File: src/rtl/fre_pkg.sv
// Shared definitions for the fre_* divider and measurement blocks: defaults, FSM state
// encoding and a tolerance helper.
package fre_pkg;

  localparam int unsigned DefCw    = 16;
  localparam int unsigned DefExpHw = 3;
  localparam int unsigned DefExpLw = 2;

  typedef enum logic [1:0] {
    StWaitFall,
    StWaitRise,
    StHigh,
    StLow
  } fre_state_e;

  // Unsigned absolute difference compared against a tolerance; tol = 0 means exact.
  function automatic logic within_tol(input logic [31:0] a, input logic [31:0] b,
                                      input logic [31:0] tol);
    logic [31:0] diff;
    diff = (a > b) ? (a - b) : (b - a);
    return diff <= tol;
  endfunction

endpackage

File: src/rtl/sync_edge.sv
// Multi-flop synchronizer for an asynchronous level, plus registered-delay edge detect.
// SYNC_STAGES must be at least 2.
module sync_edge #(
  parameter int unsigned SYNC_STAGES = 2
) (
  input  logic clk,
  input  logic rst_n,
  input  logic i_async,
  output logic o_sync,
  output logic o_rise,
  output logic o_fall
);

  logic [SYNC_STAGES-1:0] r_sync;
  logic                   r_dly;
  logic                   w_sig_s;

  always_ff @(posedge clk or negedge rst_n) begin
    if (!rst_n) begin
      r_sync <= '0;
      r_dly  <= 1'b0;
    end else begin
      r_sync <= {r_sync[SYNC_STAGES-2:0], i_async};
      r_dly  <= r_sync[SYNC_STAGES-1];
    end
  end

  assign w_sig_s = r_sync[SYNC_STAGES-1];
  assign o_sync  = w_sig_s;
  assign o_rise  = w_sig_s & ~r_dly;
  assign o_fall  = ~w_sig_s & r_dly;

endmodule

File: src/rtl/fre_meas.sv
// Waveform-width meter: measures high width, low width and period of an asynchronous
// square wave in clk cycles and flags agreement with the expected divider setting.
module fre_meas
  import fre_pkg::*;
#(
  parameter int unsigned CW          = DefCw,
  parameter int unsigned SYNC_STAGES = 2,
  parameter int unsigned EXP_HW      = DefExpHw,
  parameter int unsigned EXP_LW      = DefExpLw,
  parameter int unsigned TOL         = 0
) (
  input  logic        clk,
  input  logic        rst_n,
  input  logic        sig_in,
  output logic        meas_valid,
  output logic [CW-1:0] hi_w,
  output logic [CW-1:0] lo_w,
  output logic [CW:0]   period,
  output logic        match,
  output logic        stuck
);

  localparam logic [CW-1:0] CntOne = CW'(1);
  localparam logic [CW-1:0] CntMax = {CW{1'b1}};

  logic w_sig_s;
  logic w_rise;
  logic w_fall;

  fre_state_e    r_state;
  logic [CW-1:0] r_hi_cnt;
  logic [CW-1:0] r_lo_cnt;
  logic [CW-1:0] r_hi_lat;
  logic          r_valid;
  logic [CW-1:0] r_hi_w;
  logic [CW-1:0] r_lo_w;
  logic [CW:0]   r_period;
  logic          r_match;
  logic          r_stuck;

  sync_edge #(
    .SYNC_STAGES(SYNC_STAGES)
  ) u_sync_edge (
    .clk    (clk),
    .rst_n  (rst_n),
    .i_async(sig_in),
    .o_sync (w_sig_s),
    .o_rise (w_rise),
    .o_fall (w_fall)
  );

  always_ff @(posedge clk or negedge rst_n) begin
    if (!rst_n) begin
      r_state  <= StWaitFall;
      r_hi_cnt <= '0;
      r_lo_cnt <= '0;
      r_hi_lat <= '0;
      r_valid  <= 1'b0;
      r_hi_w   <= '0;
      r_lo_w   <= '0;
      r_period <= '0;
      r_match  <= 1'b0;
      r_stuck  <= 1'b0;
    end else begin
      r_valid <= 1'b0;
      unique case (r_state)
        // A high phase in progress at reset may be truncated, so wait for a clean fall.
        StWaitFall: begin
          if (w_fall) r_state <= StWaitRise;
        end
        StWaitRise: begin
          if (w_rise) begin
            r_hi_cnt <= CntOne;
            r_state  <= StHigh;
          end
        end
        StHigh: begin
          if (w_fall) begin
            r_hi_lat <= r_hi_cnt;
            r_lo_cnt <= CntOne;
            r_state  <= StLow;
          end else if (w_sig_s) begin
            if (r_hi_cnt == CntMax) begin
              r_stuck <= 1'b1;
              r_state <= StWaitRise;
            end else begin
              r_hi_cnt <= r_hi_cnt + CntOne;
            end
          end
        end
        StLow: begin
          if (w_rise) begin
            r_valid  <= 1'b1;
            r_hi_w   <= r_hi_lat;
            r_lo_w   <= r_lo_cnt;
            r_period <= {1'b0, r_hi_lat} + {1'b0, r_lo_cnt};
            r_match  <= within_tol(32'(r_hi_lat), EXP_HW, TOL) &&
                        within_tol(32'(r_lo_cnt), EXP_LW, TOL);
            r_stuck  <= 1'b0;
            r_hi_cnt <= CntOne;
            r_state  <= StHigh;
          end else if (!w_sig_s) begin
            if (r_lo_cnt == CntMax) begin
              r_stuck <= 1'b1;
              r_state <= StWaitRise;
            end else begin
              r_lo_cnt <= r_lo_cnt + CntOne;
            end
          end
        end
        default: r_state <= StWaitFall;
      endcase
    end
  end

  assign meas_valid = r_valid;
  assign hi_w       = r_hi_w;
  assign lo_w       = r_lo_w;
  assign period     = r_period;
  assign match      = r_match;
  assign stuck      = r_stuck;

endmodule

File: config.mk
export PLATFORM = sky130hd
export DESIGN_NAME = fre_meas
export DESIGN_NICKNAME = d
export VERILOG_FILES = /design/src/rtl/fre_pkg.sv /design/src/rtl/sync_edge.sv /design/src/rtl/fre_meas.sv
export SDC_FILE = /design/constraint.sdc
export NUM_CORES = 1
export LEC_CHECK = 0
export BUFFER_PORTS_ARGS = -buffer_cell sky130_fd_sc_hd__buf_2
export CORE_AREA = 2 2 138 140
export CTS_CLUSTER_DIAMETER = 200
export CTS_CLUSTER_SIZE = 14
export DETAILED_ROUTE_END_ITERATION = 7
export DIE_AREA = 0 0 140 142
export GPL_ROUTABILITY_DRIVEN = 0
export PLACE_DENSITY_LB_ADDON = 0.08
export SLEW_MARGIN = 20
export SYNTH_ARGS = -nofsm -noshare
export SYNTH_HDL_FRONTEND = slang
export SYNTH_SLANG_ARGS = --single-unit
export TNS_END_PERCENT = 5
File: constraint.sdc
create_clock -name clk -period 3.13 [get_ports clk]
set_input_delay 0.626 -clock clk [delete_from_list [all_inputs] [get_ports clk]]
set_output_delay 0.626 -clock clk [all_outputs]
set_load 0.1 [all_outputs]
# --- Word level (Yosys, flattened, before mapping) ---
# Cells that the tools add are included.
totals:
  out_inout_bits: 52
  regBits: 105
  input_bits: 3
op_classes:
  n_bitwise: 4
  muxes: 30
  eq_ne: 20
  n_reduce_logical: 11
  n_lt_le_gt_ge: 4
  n_addsub: 7
ops:
  columns: ["op", "n"]
  rows:
  - ["2-to-1 mux 16 bit", 8]
  - ["less-or-equal comparator 32 x 1 -> 1 bit, second input constant", 2]
  - ["2-to-1 mux 32 bit", 2]
  - ["one-hot mux 16 bit (2 select lines)", 2]
  - ["subtractor 16 x 2 -> 17 bit, second input constant", 2]
  - ["subtractor 2 x 16 -> 17 bit, first input constant", 2]
  - ["adder 16 x 1 -> 16 bit, second input constant", 2]
  - ["== test 16 bit, second input constant", 2]
  - ["greater-than comparator 16 x 2 -> 1 bit, second input constant", 2]
  - ["adder 16 x 16 -> 17 bit", 1]
  - ["2-to-1 mux 2 bit", 8]
  - ["inequality test 2 bit, second input constant", 6]
  - ["AND reduction 6 bit", 2]
  - ["inequality test 2 x 1 -> 1 bit, second input constant", 5]
  - ["AND reduction 5 bit", 2]
  - ["inequality test 3 x 2 -> 1 bit, second input constant", 3]
  - ["2-to-1 mux 1 bit", 8]
  - ["one-hot mux 2 bit (4 select lines)", 1]
  - ["== test 2 bit, second input constant", 2]
  - ["AND reduction 2 bit", 2]
  - ["nonzero test 2 bit", 2]
  - ["inequality test 3 x 1 -> 1 bit, second input constant", 1]
  - ["AND 1 bit", 2]
  - ["== test 2 x 1 -> 1 bit, second input constant", 1]
  - ["other kinds (5)", 6]

# --- Depth between registers and ports, before layout ---
# Gate-level depths: netlist of the first run.
depth:
  word_depth: 5
  mapped_depth: 10
  depth_no_buf: 10

# --- By module ---
# A second synthesis of the first run with hierarchy kept.
unflattened:
  hier_cells: 705
  area_unflattened_um2: 6014.5
by_module_without_submodules:
  columns: ["module", "cells_each", "area_per_inst_um2", "seq_area_each_um2", "n_inst"]
  rows:
  - ["fre_meas", 700, 5924.4, 2552.4, 1]
  - ["sync_edge", 5, 90.1, 75.1, 1]

# --- Least setup slack after synthesis of the first run ---
# No wires, ideal clock.
synth_path:
  kind: "register to register"
  startpoint: "register r_lo_cnt[0]"
  endpoint: "register r_period[14], in the netlist period[14]"
  n_path_buf: 0
  path_stages_with_launch: 11
  arrival_ns: 2.522
  slack_ns: 0.536
  synth_period_minus_slack_ns: 2.594
  path_cell_list: "dfrtp_1 -> ha_1 -> inv_1 -> fa_1 -> nor2b_1 -> o31a_1 -> o2111ai_1 -> a21oi_1 -> o41a_1 -> or4_1 -> nand3_1"
synth_via:
  elab_chain_cells: 1
synth_rtl:
  columns: ["element", "line", "rtl"]
  rows:
  - ["from (decl)", "fre_meas.sv:32", "logic [CW-1:0] r_lo_cnt;"]
  - ["from (signal assigned)", "fre_meas.sv:80", "r_lo_cnt <= CntOne;"]
  - ["from (signal assigned)", "fre_meas.sv:107", "r_lo_cnt <= r_lo_cnt + CntOne;"]
  - ["adder 16 x 16 -> 17 bit", "fre_meas.sv:96", "r_period <= {1'b0, r_hi_lat} + {1'b0, r_lo_cnt};"]
  - ["to (signal assigned)", "fre_meas.sv:96", null]
  - ["to (decl)", "fre_meas.sv:37", "logic [CW:0] r_period;"]
# Every way passes these cells.
# A chain may end at the register's enable or synchronous reset.

# --- Worst setup path in the final report of the first run ---
# Same ends and word-level chain as after synthesis.

==> results of run 1 <==
metrics by stage:
stage	hold WS [ns]	total power, mW
3_3_place_gp	0.3337	3.276
6_report	0.2012	4.471
3_5_place_dp	0.3347	3.287
5_1_grt	0.2406	4.751
2_1_floorplan	0.3304	2.896
4_1_cts	0.2200	4.524
cell usage after synthesis (3+ instances only):
cell,n
sky130_fd_sc_hd__a211oi_1,9
sky130_fd_sc_hd__o21ai_0,37
sky130_fd_sc_hd__nand4_1,12
sky130_fd_sc_hd__nor2b_1,9
sky130_fd_sc_hd__dfrtp_1,105
sky130_fd_sc_hd__clkbuf_1,24
sky130_fd_sc_hd__nor2_1,51
sky130_fd_sc_hd__a21o_1,5
sky130_fd_sc_hd__and4_1,5
sky130_fd_sc_hd__nor3_1,12
sky130_fd_sc_hd__or3_1,10
sky130_fd_sc_hd__and2_1,3
sky130_fd_sc_hd__mux2i_1,3
sky130_fd_sc_hd__nor4_1,8
sky130_fd_sc_hd__a21oi_1,18
sky130_fd_sc_hd__o31a_1,3
sky130_fd_sc_hd__xor2_1,16
sky130_fd_sc_hd__buf_1,4
sky130_fd_sc_hd__ha_1,25
sky130_fd_sc_hd__and3_1,4
sky130_fd_sc_hd__o31ai_1,10
sky130_fd_sc_hd__inv_1,15
sky130_fd_sc_hd__mux2_2,14
sky130_fd_sc_hd__nand2b_1,5
sky130_fd_sc_hd__xnor2_1,14
sky130_fd_sc_hd__nand2_1,131
sky130_fd_sc_hd__a21boi_0,3
sky130_fd_sc_hd__o21bai_1,3
sky130_fd_sc_hd__nor3b_1,3
sky130_fd_sc_hd__nand3_1,17
sky130_fd_sc_hd__o21a_1,6
cell type report:
| class | instances | area [µm²] |
|---|---|---|
| fillers | 1917 | 11800 |
| inverters | 15 | 56.30 |
| flip-flops and latches | 105 | 2628 |
| clock buffers | 13 | 270.3 |
| well taps | 234 | 292.8 |
| multi-input cells | 477 | 2948 |
| repair buffers | 71 | 412.9 |
| clock inverters | 3 | 46.29 |
registers in the layout, summed over array words and instances (netlist names):
signal	count
hi_w	16
lo_w	16
match	1
meas_valid	1
period	17
r_hi_cnt	16
r_hi_lat	16
r_lo_cnt	16
r_state	2
stuck	1
u_sync_edge.r_dly	1
u_sync_edge.r_sync	2
per-layer routing:
layer / vias to the layer above / routed length, µm / part of all wire (%) / global-route usage [%]
li1: 2319 / - / - / -
met5: - / 0 / 0 / 0
met4: 0 / 250 / 1.6 / 5.688
met1: 2262 / 7551 / 48 / 22.36
met3: 16 / 573 / 3.6 / 2.793
met2: 83 / 7453 / 47 / 27.09
how the worst max path moves through the flow:
stage | end | cells after the start
2_1_floorplan | period[14]$_DFFE_PN0P_ | 10
3_3_place_gp | period[14]$_DFFE_PN0P_ | 10
3_5_place_dp | period[14]$_DFFE_PN0P_ | 10
4_1_cts | period[14]$_DFFE_PN0P_ | 10
5_1_grt | period[14]$_DFFE_PN0P_ | 10
6_report | period[14]$_DFFE_PN0P_ | 10
layout by cell type, fill, tap and decap left out, drive strengths merged, types with 5 or more instances in the layout:
cell / n
nand2: 131
dfrtp: 105
buf: 71
nor2: 51
o21ai: 38
ha: 25
a21oi: 18
nand3: 17
xor2: 16
inv: 16
xnor2: 14
mux2: 14
nor3: 13
clkbuf: 13
nand4: 12
o31ai: 11
or3: 10
nor2b: 9
a211oi: 9
nor4: 9
o21a: 6
and4: 5
a21o: 5
nand2b: 5
and3: 5
power groups by stage:
stage / clock network, mW / registers (mW) / logic, mW
after floorplan: 0 / 2.07 / 0.827
after global placement: 0 / 1.64 / 1.64
after detailed placement: 0 / 1.64 / 1.64
after CTS: 1.26 / 1.62 / 1.65
after global routing: 1.32 / 1.64 / 1.78
final: 1.21 / 1.62 / 1.64
logic make-up after synthesis:
family                   count (synthesis)  synth area share [%]
AND/OR/NAND/NOR                        285                 23.64
AO/OA/AOI/OAI                          119                 13.95
flip-flops                             105                 45.63
buffers and inverters                   46                 3.172
XOR/XNOR                                30                 4.563
adder cells (fa/ha/maj)                 26                 5.780
multiplexers                            17                 3.259
==> impl_metrics.toml, run 1 <==
[run_status]
status = "complete, but fails checks"
failing_checks = "design-rule violations"

[grt]
grt_max_degree = 78
first_global_vias = 4770
antenna_violations_before_repair = 0
grt_overflow_total = 0
grt_first_pass_wirelength_mm = 25.79
overall_global_routing_usage_pct = 16.55

[power]
peakVddDrop_mv = 0.3339
internal-power_mw = 2.657
pwr-share-clk_pct = 27.1
power_switching_mw = 1.814
power.share.switching_pct = 40.57
power.combinational.fraction_pct = 36.7
total_leakage_power_nw = 3.309
pwr-share-seq_pct = 36.2
power.density_nw_per_um2 = 672.0

[critical_path]
rr_worst_depth = 10
r2r_start = "r_lo_cnt[0]$_DFFE_PN0P_"
cp_top_family = "compound AO/OA/AOI/OAI gates"
critPathLaunch = "r_lo_cnt[0]$_DFFE_PN0P_"
r2r_setup_slack_ns = 0.21
worst_path_maximum_fanout = 8
critPathBufInv = 1
timing.setup.critical_path_class = "flip-flop to flip-flop"
crit_path_max_incr_delay_ns = 0.49
crit_path_cell_trace = "ha_1, inv_1, fa_1, nor2b_1, o31a_1, o2111ai_1, a21oi_1, o41a_1, or4_1, nand3_1"
cp.required_ns = 3.42
worst_ep_arrival_time_ns = 3.22
critical_path.endpoint_type = "flip-flop"
critPathSlowestCell = "sky130_fd_sc_hd__or4_1"
worstSetupStartpointType = "flip-flop"
rr_endpoint = "period[14]$_DFFE_PN0P_"

[timing]
worst_slack_ns = 0.2098
slew_headroom_pct = 50.53
finalSetupTns_ns = 0
rsz_0062_raised_after_global_routing = "false"
maxSlewViolCount = 0
tightest_pin_transition_ns = 0.7421
setup_viol = 0
final.setup_skew_ns = 0.009278
hold_viol = 0
max_freq_mhz = 342.4
fin_crit_ns = 2.920
final.period_utilization_pct = 93.30

[min_path]
timing.hold.worst.class = "primary input to async pin"

[floorplanning]
placement_rows = 50
core-area_um2 = 18460
dieHeight_um = 142
die_area_um2 = 19880
start_util_pct = 31.20
fp.dieW_um = 140
pin_count = 55

[clock_tree]
cts_setup_buffers = 0
cts_num_sinks = 105
tritoncts = "done"
htree_num_levels = 3
clk_pin_slew_worst_paths_ns = 0.07
numCtsBuffers = 9
cts.path.max_buffers = 2
cts_hold_buffers = 0
insertion_delay_ns = 0.36
ctsResizeCount = 0
clock-root-buffer = "sky130_fd_sc_hd__clkbuf_16"

[final_layout]
antenna_cells_inserted = 0
finalCoreUtilization_pct = 36.05
final_net_count = 708
layout-area-overhead-vs-synth_pct = 15.56
finished_layout_cell_area_um2 = 6654
filler_free_cell_count_of_the_finished_design = 918
final_layout_size_suffix_gt1_share_pct = 16.37

[logic_synthesis]
mapped_cells = 628
synth_area_per_cell_um2 = 9.169
number_of_synthesized_flops_with_an_enable_pin = 0
cell_type_with_the_highest_aggregate_area_in_the_netlist = "sky130_fd_sc_hd__dfrtp_1"
synth-seq-cells = 105
post_synth_main_area_contributors = "sky130_fd_sc_hd__dfrtp_1, sky130_fd_sc_hd__nand2_1, sky130_fd_sc_hd__ha_1"
yosys_warnings = 0
synthesis.area_um2 = 5758
synth_nets = 657
synth_top_area_share_pct = 45.63
dominantRegCellSynth = "sky130_fd_sc_hd__dfrtp_1"
seq_area_frac_synth_pct = 45.63
ys_types = 66
asyncSetResetFlopFracSynth_pct = 100.0

[placed_design]
port_buffer_count = 54
dpl-instance-area_um2 = 6337
place_inst = 902
post-place-ws_ns = 0.2543
post-dp-hpwl_mm = 11.63

[job]
max_cap_violations = 0

[detailed_routing]
routed_wl_mm = 15.83
drc = 6
routed-via-count = 4680
avgRoutedWirePerCell_um = 17.24
dr.first_iter.drc_count = 243
postRouteAntennaNets = 0
detailedRoute.firstPassIterationCount = 8
via_per_inst = 5.098
(Power assumes the default switching activity.)
==> run 2, diff against run 1 <==
PLACE_DENSITY_LB_ADDON = 0.12   (was 0.08)
==> impl_metrics.toml, run 2 (synthesis gave the netlist of run 1 again) <==
[critical_path]
cp.required_ns = 3.43
crit_path_cell_trace = "ha_1, inv_1, fa_1, nor2b_1, o31a_1, o2111ai_1, a21oi_1, o41a_1, or4_1, nand3_1"
crit_path_max_incr_delay_ns = 0.48
timing.setup.critical_path_class = "flip-flop to flip-flop"
worstSetupStartpointType = "flip-flop"
worst_ep_arrival_time_ns = 3.22
critical_path.endpoint_type = "flip-flop"
critPathSlowestCell = "sky130_fd_sc_hd__or4_1"
worst_path_maximum_fanout = 8

[timing]
maxSlewViolCount = 0
tightest_pin_transition_ns = 1.032
final.period_utilization_pct = 93.20
finalSetupTns_ns = 0
max_freq_mhz = 342.8
worst_slack_ns = 0.2128
slew_headroom_pct = 31.14
final.setup_skew_ns = 0.01138
hold_viol = 0
setup_viol = 0
fin_crit_ns = 2.917
rsz_0062_raised_after_global_routing = "false"

[placed_design]
post-dp-hpwl_mm = 11.26
post-place-ws_ns = 0.2421
port_buffer_count = 54
dpl-instance-area_um2 = 6337

[clock_tree]
numCtsBuffers = 9
cts_hold_buffers = 0
clk_pin_slew_worst_paths_ns = 0.08
cts_num_sinks = 105
insertion_delay_ns = 0.36
ctsResizeCount = 0
clock-root-buffer = "sky130_fd_sc_hd__clkbuf_16"
cts.path.max_buffers = 2
tritoncts = "done"
htree_num_levels = 3
cts_setup_buffers = 0

[min_path]
timing.hold.worst.class = "primary input to async pin"

[final_layout]
largest_register_ff_count = 17
layout-area-overhead-vs-synth_pct = 15.86
final_common_cell = "sky130_fd_sc_hd__nand2_1"
final_layout_size_suffix_gt1_share_pct = 16.52
final_net_count = 708
layout.filler_cells = 1861
most_frequent_cells_in_the_layout = "sky130_fd_sc_hd__nand2_1, sky130_fd_sc_hd__dfrtp_1, sky130_fd_sc_hd__buf_2"
antenna_cells_inserted = 0
finished_layout_cell_area_um2 = 6671

[detailed_routing]
drc = 5
postRouteAntennaNets = 0
detailedRoute.firstPassIterationCount = 7
routed_wl_mm = 15.35
via_per_inst = 5.115
routed-via-count = 4696
dr.first_iter.drc_count = 326
avgRoutedWirePerCell_um = 16.72

[run_status]
failing_checks = "design-rule violations"
status = "complete, but fails checks"

[grt]
grt_first_pass_wirelength_mm = 24.95
grt_overflow_total = 0
first_global_vias = 4740
grt_max_degree = 106
overall_global_routing_usage_pct = 15.93
antenna_violations_before_repair = 0

[power]
power_mw = 4.532
peakVddDrop_mv = 0.3123
total_leakage_power_nw = 3.320
power.density_nw_per_um2 = 679.3

[floorplanning]
start_util_pct = 31.20
placement_rows = 50
dieHeight_um = 142
core-area_um2 = 18460
pin_count = 55
die_area_um2 = 19880
fp.dieW_um = 140

[job]
max_cap_violations = 0
## run 2: cell count changes in the layout (fill, tap and decap cells not counted), sizes merged
| cell | previous run | this run |
|---|---|---|
| clkinv | 0 | 1 |
| bufinv | 1 | 2 |
| clkbuf | 13 | 10 |
| inv | 16 | 18 |
| clkinvlp | 1 | 0 |
## run 2: path summary, 6_finish.rpt
kind	from	end	slack [ns]	depth (start not counted)
max	r_lo_cnt[0]$_DFFE_PN0P_	period[14]$_DFFE_PN0P_	0.21	10
min	rst_n	lo_w[5]$_DFFE_PN0P_	0.33	2
max reg2reg	r_lo_cnt[0]$_DFFE_PN0P_	period[14]$_DFFE_PN0P_	0.21	10
min reg2reg	u_sync_edge.r_sync[0]$_DFF_PN0_	u_sync_edge.r_sync[1]$_DFF_PN0_	0.35	0
max in group asynchronous	rst_n	hi_w[12]$_DFFE_PN0P_	2.35	2
min in group clk	u_sync_edge.r_sync[0]$_DFF_PN0_	u_sync_edge.r_sync[1]$_DFF_PN0_	0.35	0
## run 2: metrics by stage
step                      util (%)  cells  hold WS [ns]
after global routing         36.15    918        0.3532
after CTS                    36.15    918        0.3520
after global placement       34.34    902        0.3373
final                        36.15    918        0.3252
after detailed placement     34.34    902        0.3347
after floorplan                  -    628        0.3304
## run 2: final cells by class
| class | count | area [µm²] | area share, % |
|---|---|---|---|
| clock buffer | 10 | 239.0 | 3.582 |
| timing repair buffer | 71 | 412.9 | 6.189 |
| multi-input combinational | 477 | 2948 | 44.19 |
| clock inverter | 6 | 95.09 | 1.425 |
| inverter | 15 | 56.30 | 0.8440 |
| tap | 234 | 292.8 | 4.389 |
| sequential | 105 | 2628 | 39.38 |
## run 2: report_power, final
part | internal (mW) | switching (mW)
clock network | 0.734 | 0.547
logic | 0.488 | 1.15
registers | 1.48 | 0.135
total | 2.70 | 1.83
## run 2: per-layer routing
layer,track usage [%],wire length (µm)
met1,21.37,7307
met2,25.54,7109
met3,2.995,493
met4,6.433,442
met5,0,0
## run 2: worst max-delay path: cells and delay by family, from the launching register on
| kind | cells | cell delay, ns |
|---|---|---|
| flip-flops | 1 | 0.45 |
| buffers and inverters | 1 | 0.08 |
| AO/OA/AOI/OAI | 4 | 1.20 |
| adder cells (fa/ha/maj) | 2 | 0.47 |
| AND/OR/NAND/NOR | 3 | 0.65 |
